<file path="config.mk">
export PLATFORM = sky130hd
export DESIGN_NAME = mul_div_controller
export DESIGN_NICKNAME = d
export VERILOG_FILES = /design/src/rtl/mul_div_controller.sv
export SDC_FILE = /design/constraint.sdc
export NUM_CORES = 1
export LEC_CHECK = 0
export ABC_AREA = 1
export CORE_MARGIN = 4
export CORE_UTILIZATION = 51
export CTS_CLUSTER_DIAMETER = 150
export DETAILED_ROUTE_END_ITERATION = 8
export MAX_ROUTING_LAYER = met4
export PLACE_DENSITY = 0.82
export REMOVE_ABC_BUFFERS = 1
export SLEW_MARGIN = 20
export SYNTH_ARGS = -nofsm -noshare
export SYNTH_HDL_FRONTEND = slang
export SYNTH_SLANG_ARGS = --single-unit
</file>
<file path="constraint.sdc">
create_clock -name clk -period 2 [get_ports clk]
set_input_delay 0.6 -clock clk [delete_from_list [all_inputs] [get_ports clk]]
set_output_delay 0.6 -clock clk [all_outputs]
set_load 0.01 [all_outputs]
</file>
<file path="src/rtl/mul_div_controller.sv">
// mul_div_controller: sequences one RV32 M-extension request at a time.
// Divide special cases and repeats of the previous request are answered
// directly. All other requests go to the external multiplier or divider.
//
// Core handshake: mul_ext_valid is held high with stable funct3/rs1/rs2
// until mul_ext_ready pulses for one cycle. result is meaningful only in
// that cycle. The core drops mul_ext_valid at the edge that ends the pulse.
// A flush during the response cycle suppresses the pulse.
// Unit handshake: *_start pulses once. The unit answers with a one-cycle
// *_ready pulse, and *_rd is valid during that pulse.
module mul_div_controller #(
    parameter int XLEN     = 32,
    parameter int REUSE_EN = 1
) (
    input  logic            clk,
    input  logic            resetn,
    input  logic            mul_ext_valid,
    input  logic [2:0]      funct3,
    input  logic [XLEN-1:0] rs1,
    input  logic [XLEN-1:0] rs2,
    input  logic            flush,
    output logic            mul_ext_ready,
    output logic [XLEN-1:0] result,
    output logic            busy,
    output logic [2:0]      unit_funct3,
    output logic [XLEN-1:0] unit_a,
    output logic [XLEN-1:0] unit_b,
    output logic            mul_start,
    input  logic            mul_ready,
    input  logic [XLEN-1:0] mul_rd,
    output logic            div_start,
    input  logic            div_ready,
    input  logic [XLEN-1:0] div_rd,
    output logic [2:0]      state_dbg
);

    typedef enum logic [2:0] {
        S_IDLE     = 3'd0,
        S_MUL_WAIT = 3'd1,
        S_DIV_WAIT = 3'd2,
        S_RESP     = 3'd3,
        S_DRAIN    = 3'd4
    } state_t;

    localparam logic [XLEN-1:0] SIGNED_MIN = {1'b1, {(XLEN-1){1'b0}}};
    localparam logic [XLEN-1:0] ALL_ONES   = {XLEN{1'b1}};

    state_t            state;
    logic              resp_q;
    logic              cache_valid;
    logic [2:0]        cache_funct3;
    logic [XLEN-1:0]   cache_a;
    logic [XLEN-1:0]   cache_b;
    logic [XLEN-1:0]   cache_result;

    logic              req_is_div;
    logic              req_div_zero;
    logic              req_overflow;
    logic              req_hit;
    logic              wait_ready;
    logic [XLEN-1:0]   wait_rd;

    // Classify the incoming request and select the outstanding unit's reply
    always_comb begin
        req_is_div   = funct3[2];
        req_div_zero = req_is_div && (rs2 == '0);
        req_overflow = ((funct3 == 3'b100) || (funct3 == 3'b110)) &&
                       (rs1 == SIGNED_MIN) && (rs2 == ALL_ONES);
        req_hit      = (REUSE_EN != 0) && cache_valid &&
                       (funct3 == cache_funct3) && (rs1 == cache_a) && (rs2 == cache_b);
        // The latched class tells which unit is outstanding in WAIT and DRAIN.
        wait_ready   = unit_funct3[2] ? div_ready : mul_ready;
        wait_rd      = unit_funct3[2] ? div_rd : mul_rd;
    end

    // Control FSM with registered outputs, operand latches and result cache
    always_ff @(posedge clk or negedge resetn) begin
        if (!resetn) begin
            state        <= S_IDLE;
            resp_q       <= 1'b0;
            busy         <= 1'b0;
            mul_start    <= 1'b0;
            div_start    <= 1'b0;
            result       <= '0;
            unit_funct3  <= '0;
            unit_a       <= '0;
            unit_b       <= '0;
            cache_valid  <= 1'b0;
            cache_funct3 <= '0;
            cache_a      <= '0;
            cache_b      <= '0;
            cache_result <= '0;
        end else begin
            mul_start <= 1'b0;
            div_start <= 1'b0;
            resp_q    <= 1'b0;
            case (state)
                S_IDLE: begin
                    if (mul_ext_valid && !flush) begin
                        unit_funct3 <= funct3;
                        unit_a      <= rs1;
                        unit_b      <= rs2;
                        busy        <= 1'b1;
                        if (req_div_zero) begin
                            // DIV/DIVU give all ones, REM/REMU give the dividend.
                            result <= funct3[1] ? rs1 : ALL_ONES;
                            state  <= S_RESP;
                            resp_q <= 1'b1;
                        end else if (req_overflow) begin
                            result <= funct3[1] ? '0 : SIGNED_MIN;
                            state  <= S_RESP;
                            resp_q <= 1'b1;
                        end else if (req_hit) begin
                            result <= cache_result;
                            state  <= S_RESP;
                            resp_q <= 1'b1;
                        end else if (req_is_div) begin
                            state     <= S_DIV_WAIT;
                            div_start <= 1'b1;
                        end else begin
                            state     <= S_MUL_WAIT;
                            mul_start <= 1'b1;
                        end
                    end
                end
                S_MUL_WAIT, S_DIV_WAIT: begin
                    if (flush) begin
                        // A reply arriving with the flush already settles the unit.
                        if (wait_ready) begin
                            state <= S_IDLE;
                            busy  <= 1'b0;
                        end else begin
                            state <= S_DRAIN;
                        end
                    end else if (wait_ready) begin
                        result       <= wait_rd;
                        cache_valid  <= 1'b1;
                        cache_funct3 <= unit_funct3;
                        cache_a      <= unit_a;
                        cache_b      <= unit_b;
                        cache_result <= wait_rd;
                        state        <= S_RESP;
                        resp_q       <= 1'b1;
                    end
                end
                S_RESP: begin
                    state <= S_IDLE;
                    busy  <= 1'b0;
                end
                S_DRAIN: begin
                    if (wait_ready) begin
                        state <= S_IDLE;
                        busy  <= 1'b0;
                    end
                end
                default: begin
                    state <= S_IDLE;
                    busy  <= 1'b0;
                end
            endcase
        end
    end

    assign mul_ext_ready = resp_q && !flush;
    assign state_dbg     = state;

endmodule

</file>
==> flow_summary_export.csv, run 1 <==
group,metric,value,unit
yosys,seq_area_frac_synth,48.8,%
final_layout,mostFrequentLayoutCells,"nand2_1 (589), dfrtp_1 (204), nor2_1 (145)",
setup_path,endpoint_kind,"output port",
yosys,synthesis.area,0.0106,mm2
placement,portBuffers,242,
timing,fin_tns_setup,0,ns
grt,grt_overflow,0,
detailed_routing,drcViolationCount,0,
timing,maxSlewHeadroom,72.1,%
placement,routabilityCongestion,0.884,
setup_path,crit_family,"buffers and inverters",
timing,fin_crit_sh,97.9,%
yosys,syn_inst,1468,
timing,min_period,1.96,ns
setup_path,critical-path-max-stage-delay,0.42,ns
clock_network,tritoncts,"done",
placement,dpl_worst_slack,-0.851,ns
pwr,p_per_area,1460,mW/mm2
clock_network,clockRootBuffer,"clkbuf_16",
setup_path,slowest_stage,"clkdlybuf4s50_1",
grt,antenna_found_initial,2,
clock_network,clock_path_buffers,3,
final_layout,syn2layout_area_growth,40.0,%
yosys,synth_area_leaders,"dfrtp_1 (49%), nand2_1 (21%), nor2_1 (5.8%)",
setup_path,path_class,"in -> out",
detailed_routing,viasPerCell,5.26,
final_layout,final_common_cell,"nand2_1",
detailed_routing,wire_per_inst,16.4,um
floorplanning,core_area,0.0203,mm2
setup_path,crit_chain,"clkdlybuf4s50_1 > nor2_1 > clkdlybuf4s15_1",
run_status,outcome,"finished, final reports clean",
setup_path,arrival,1.36,ns
final_layout,post-route-util,72.9,%
floorplanning,die-area,0.0231,mm2
job,cap_violations,0,
setup_path,path_buf_inv,2,
timing,setup_slack,0.0423,ns
timing,fmaxAchievable,511,MHz
timing,rsz0062_at_grt,"true",
yosys,synth-seq-cells,206,
yosys,synth_area_leader_cell,"dfrtp_1",
detailed_routing,wirelength,33900,um
clock_network,htreeDepth,1,
timing,worst_pin_slew,0.418,ns
yosys,synth_warnings,0,
grt,grt_usage,29.1,%
pwr,vdd_drop_max,836,uV
pwr,p_leak,0.00788,uW
detailed_routing,drt_iter0_drc,716,
final_layout,nets,1914,
placement,dp_hpwl,23600,um
clock_network,clk_pin_slew,0.06,ns
floorplanning,die_x,152,um
pwr,p_total,21700,uW
setup_path,crit_path_start_kind,"input pin",
clock_network,cts_made_buffers,23,
timing,maxSlewViolCount,0,
floorplanning,dieHeight,152,um
floorplanning,rows,52,
final_layout,final_cell_area,0.0148,mm2
final_layout,layout-drive-gt1-share,13.8,%
placement,placed_area,0.0139,mm2
floorplanning,ios,243,
timing,hold_violations,0,
detailed_routing,num_vias,10800,
grt,grt_pass1_wl,54000,um
yosys,ys_types,30,
yosys,synth.top_cell.area_share,48.8,%
timing,final-setup-viol-count,0,
yosys,syn_avg_cell_area,7.20,um2
grt,grt_max_degree,64,
grt,grt_pass1_vias,10600,
setup_path,cp_max_fo,2,
clock_network,clkLatencyLatePin,0.51,ns
setup_path,worstPathRequired,1.40,ns
detailed_routing,antenna_left,0,
floorplanning,initial_core_util,52.1,%
clock_network,cts_sinks,206,
timing,fin_skew,0.0145,ns
worst_hold_path,hp-class,"in -> async",
detailed_routing,detail_route.first_pass.iterations,5,
## worst reg2reg max path: cells and delay by family, from the launching register on
kind / cells / cell delay [ns]
compound gates: 1 / 0.16
buf+inv: 4 / 0.72
simple gates: 5 / 0.54
flops: 1 / 0.39
## per-layer routing
layer / GRT usage (%) / up-vias / wire length [um]
li1: - / 5178 / -
met4: 9.72 / 0 / 1200
met3: 6.09 / 92 / 2770
met2: 46.5 / 459 / 16100
met5: - / - / 0
met1: 37.3 / 5120 / 13800
## logic make-up (layout without fill, tap and decap cells)
logic type                after synthesis  in the layout  share of synthesized area [%]
AOI/OAI and AO/OA                     218            218                           10.8
buffers and inverters                 217            538                           8.88
and+or+nand+nor                       813            816                           30.4
DFF                                   206            206                           48.8
xor gates and xnor gates               14             14                           1.16
other                                   0              2                              0
## worst paths after layout
check                                         start                 endpoint  slack [ns]  cells past startpoint
max in group asynchronous                    resetn   result[20]$_DFFE_PN0P_        1.42                      2
min in group clk                             rs1[1]    unit_a[1]$_DFFE_PN0P_        0.45                      3
setup / recovery                              flush            mul_ext_ready        0.04                      3
setup reg to reg           state_dbg[1]$_DFFE_PN0P_  cache_a[10]$_DFFE_PN0P_        0.07                     10
hold reg to reg             cache_valid$_DFFE_PN0P_  cache_valid$_DFFE_PN0P_        0.47                      1
hold / removal                               resetn  cache_b[24]$_DFFE_PN0P_       0.003                      1
## final cells by class
| cell class | count | area (um2) |
|---|---|---|
| Fill cell | 1605 | 5500 |
| Sequential cell | 206 | 5160 |
| Multi-Input combinational cell | 1048 | 4710 |
| Timing Repair Buffer | 345 | 3290 |
| Clock buffer | 32 | 639 |
| Inverter | 153 | 582 |
| Tap cell | 270 | 338 |
| Clock inverter | 8 | 68.8 |
| Antenna cell | 2 | 5.00 |
## sequential cells by signal, indices dropped and copies added (netlist names), 32 cells and up
register / flops
cache_a: 32
cache_b: 32
cache_result: 32
result: 32
unit_a: 32
unit_b: 32
## where the power goes
group / leakage (uW) / switching (uW) / internal (uW)
logic: 0.00496 / 6080 / 4210
clock network: 0.000354 / 1700 / 2360
registers: 0.00257 / 1280 / 6030
## synth_stat cells (all sizes together)
| cell | number |
|---|---|
| o21ai | 149 |
| nor2 | 166 |
| nor3 | 6 |
| nand3 | 17 |
| or2 | 4 |
| inv | 153 |
| a21oi | 38 |
| dfrtp | 206 |
| nand3b | 1 |
| nand2 | 607 |
| a31oi | 31 |
| nand4 | 12 |
| xnor2 | 14 |
| clkbuf | 24 |
| buf | 40 |
## through the flow
stage / hold WS, ns / instances
finish: 0.00298 / 2064
floorplan: 0.304 / 1404
global placement: 0.447 / 2010
detailed placement: 0.451 / 2010
global route: 0.0230 / 2064
CTS: 0.0108 / 2060
## timing repair
item	in CTS	in global routing
setup endpoints to repair	140	41
setup buffers	6	3
pin swaps	37	32
gates resized for setup	220	57
hold buffers	0	0
cloned	5	0
Note: power is estimated with default switching activity, not from simulation.
==> inputs of run 2 (changes only) <==
- clock period: 2 -> 1.9 ns (I/O delays scaled with it)
==> run 2 against run 1 <==
Compared with the run above:
- utilization rose by 3.0 points
- clock skew fell by 0.00070 ns
- critical endpoint is now result[8]$_DFFE_PN0P_
- first-iteration DRC count rose by 22%
- the run now ends with negative setup slack left
- largest cell class unchanged
- critical path type is now in -> reg
- combinational power rose by 18%
==> flow_summary_export.csv, run 2 (synthesized netlist as in run 1, its figures left out) <==
group,metric,value,unit
run_status,outcome,"complete, but fails checks",
run_status,violations,"negative setup slack",
detailed_routing,detail_route.first_pass.iterations,6,
pwr,vdd_drop_max,826,uV
placement,dpl_worst_slack,-0.891,ns
clock_network,tritoncts,"done",
timing,min_period,1.97,ns
timing,fmaxAchievable,508,MHz
grt,antenna_found_initial,3,
setup_path,crit_path_start_kind,"input pin",
final_layout,mostFrequentLayoutCells,"nand2_1 (559), dfrtp_1 (206), dlygate4sd2_1 (160)",
grt,grt_overflow,0,
setup_path,worstPathRequired,2.35,ns
timing,fin_crit_sh,104,%
setup_path,arrival,2.42,ns
detailed_routing,viasPerCell,5.33,
grt,met3_usage,7.28,%
detailed_routing,antenna_left,0,
timing,final-setup-viol-count,29,
floorplanning,die_x,152,um
worst_hold_path,worstHoldPathCells,3,
final_layout,post-route-util,75.9,%
floorplanning,rows,52,
grt,grtUsageMet2,47.5,%
placement,portBuffers,242,
placement,placed_area,0.0139,mm2
timing,hold_violations,0,
final_layout,fill_cells,1487,
timing,rsz0062_at_grt,"true",
clock_network,cts_made_buffers,23,
grt,grtUsageMet1,36.9,%
timing,maxSlewHeadroom,72.4,%
final_layout,final_cell_area,0.0154,mm2
setup_path,path_class,"in -> reg",
detailed_routing,wire_per_inst,17.7,um
setup_path,endpoint_kind,"flop",
grt,grt-busiest-layer,"met2",
final_layout,layout-drive-gt1-share,16.9,%
grt,grt_pass1_wl,54300,um
floorplanning,ios,243,
clock_network,clockRootBuffer,"clkbuf_16",
final_layout,final_common_cell,"nand2_1",
setup_path,cp_max_fo,5,
job,cap_violations,0,
detailed_routing,drcViolationCount,0,
final_layout,syn2layout_area_growth,45.8,%
placement,dp_hpwl,23300,um
timing,maxSlewViolCount,0,
clock_network,clock_path_buffers,3,
floorplanning,die-area,0.0231,mm2
clock_network,cts_sinks,206,
grt,grt_pass1_vias,10600,
detailed_routing,drt_iter0_drc,872,
timing,setup_slack,-0.0704,ns
clock_network,clkLatencyLatePin,0.52,ns
floorplanning,core_area,0.0203,mm2
placement,routabilityCongestion,0.894,
worst_hold_path,hp-class,"in -> reg",
timing,worst_pin_slew,0.414,ns
grt,grt_usage,29.2,%
timing,fin_skew,0.0138,ns
floorplanning,initial_core_util,52.1,%
grt,grt_max_degree,55,
detailed_routing,num_vias,11100,
pwr,p_leak,0.00815,uW
detailed_routing,wirelength,36900,um
clock_network,clk_pin_slew,0.07,ns
floorplanning,dieHeight,152,um
timing,whs,0.392,ns
final_layout,nets,1932,
pwr,p_per_area,1590,mW/mm2
setup_path,r2r.worst_path.cells,11,
timing,fin_tns_setup,-0.566,ns
clock_network,htreeDepth,1,
==> run 2: changes by cell type in the layout (fill, tap and decap cells not counted), moves of 5 or more <==
cell	before	now
a21oi_1	33	26
inv_1	119	113
dlygate4sd2_1	144	160
nand2_4	6	15
clkbuf_8	3	9
nand2_1	589	559
clkbuf_2	7	1
buf_6	1	12
a21oi_2	5	10
clkbuf_16	23	32
nand2_2	12	31
clkdlybuf4s15_1	16	8
==> run 2: per-layer routing <==
layer / vias to the layer above / part of all wire [%]
met5: - / 0
met4: 0 / 3.6
met1: 5176 / 39
met2: 615 / 48
li1: 5221 / -
met3: 105 / 9.6
==> run 2: metrics by stage <==
step           instances  total power (uW)
2_1_floorplan       1404             13300
3_3_place_gp        2012             18100
3_5_place_dp        2012             18500
4_1_cts             2065             23000
5_1_grt             2085             26100
6_report            2086             24500
==> run 2: path summary, 6_finish.rpt <==
kind | from | end | slack [ns]
min in group asynchronous | resetn | unit_b[27]$_DFFE_PN0P_ | 0.54
setup / recovery | rs2[18] | result[8]$_DFFE_PN0P_ | -0.07
setup reg to reg | state_dbg[1]$_DFFE_PN0P_ | result[26]$_DFFE_PN0P_ | -0.01
max in group asynchronous | resetn | cache_result[17]$_DFFE_PN0P_ | 0.71
hold / removal | rs1[1] | unit_a[1]$_DFFE_PN0P_ | 0.39
hold reg to reg | cache_valid$_DFFE_PN0P_ | cache_valid$_DFFE_PN0P_ | 0.47
==> run 2: layout make-up <==
class / count / area, um2 / area share, %
Clock inverter: 7 / 67.6 / 0.438
Antenna cell: 4 / 10.0 / 0.0650
Tap cell: 270 / 338 / 2.19
Sequential cell: 206 / 5150 / 33.5
Inverter: 153 / 589 / 3.82
Timing Repair Buffer: 362 / 3590 / 23.3
Clock buffer: 35 / 711 / 4.61
Multi-Input combinational cell: 1049 / 4950 / 32.1
==> run 2: critical path, cell delays in order <==
cell and delay [ns]:
dlygate4sd2_1 0.25, buf_4 0.14, inv_1 0.06, nand4_1 0.15, nor3_2 0.30, nand2_4 0.17, buf_12 0.18, o21ai_0 0.20
inv_1 0.11, a21oi_2 0.14, nand2_2 0.06, nand2_1 0.08
==> run 2: power breakdown <==
part	switching, uW	leakage [uW]	total, uW	internal [uW]
clock network	1850	0.000390	4570	2710
logic	7200	0.00518	12200	5000
registers	1370	0.00257	7720	6340
==> run 2: what timing repair did <==
action,4_1_cts,5_1_grt
gates cloned,4,11
hold endpoints to repair,36,0
endpoints found under the setup margin,143,162
gates resized for setup,228,110
pin swaps,28,59
hold buffers,1,0
buffers inserted,6,7
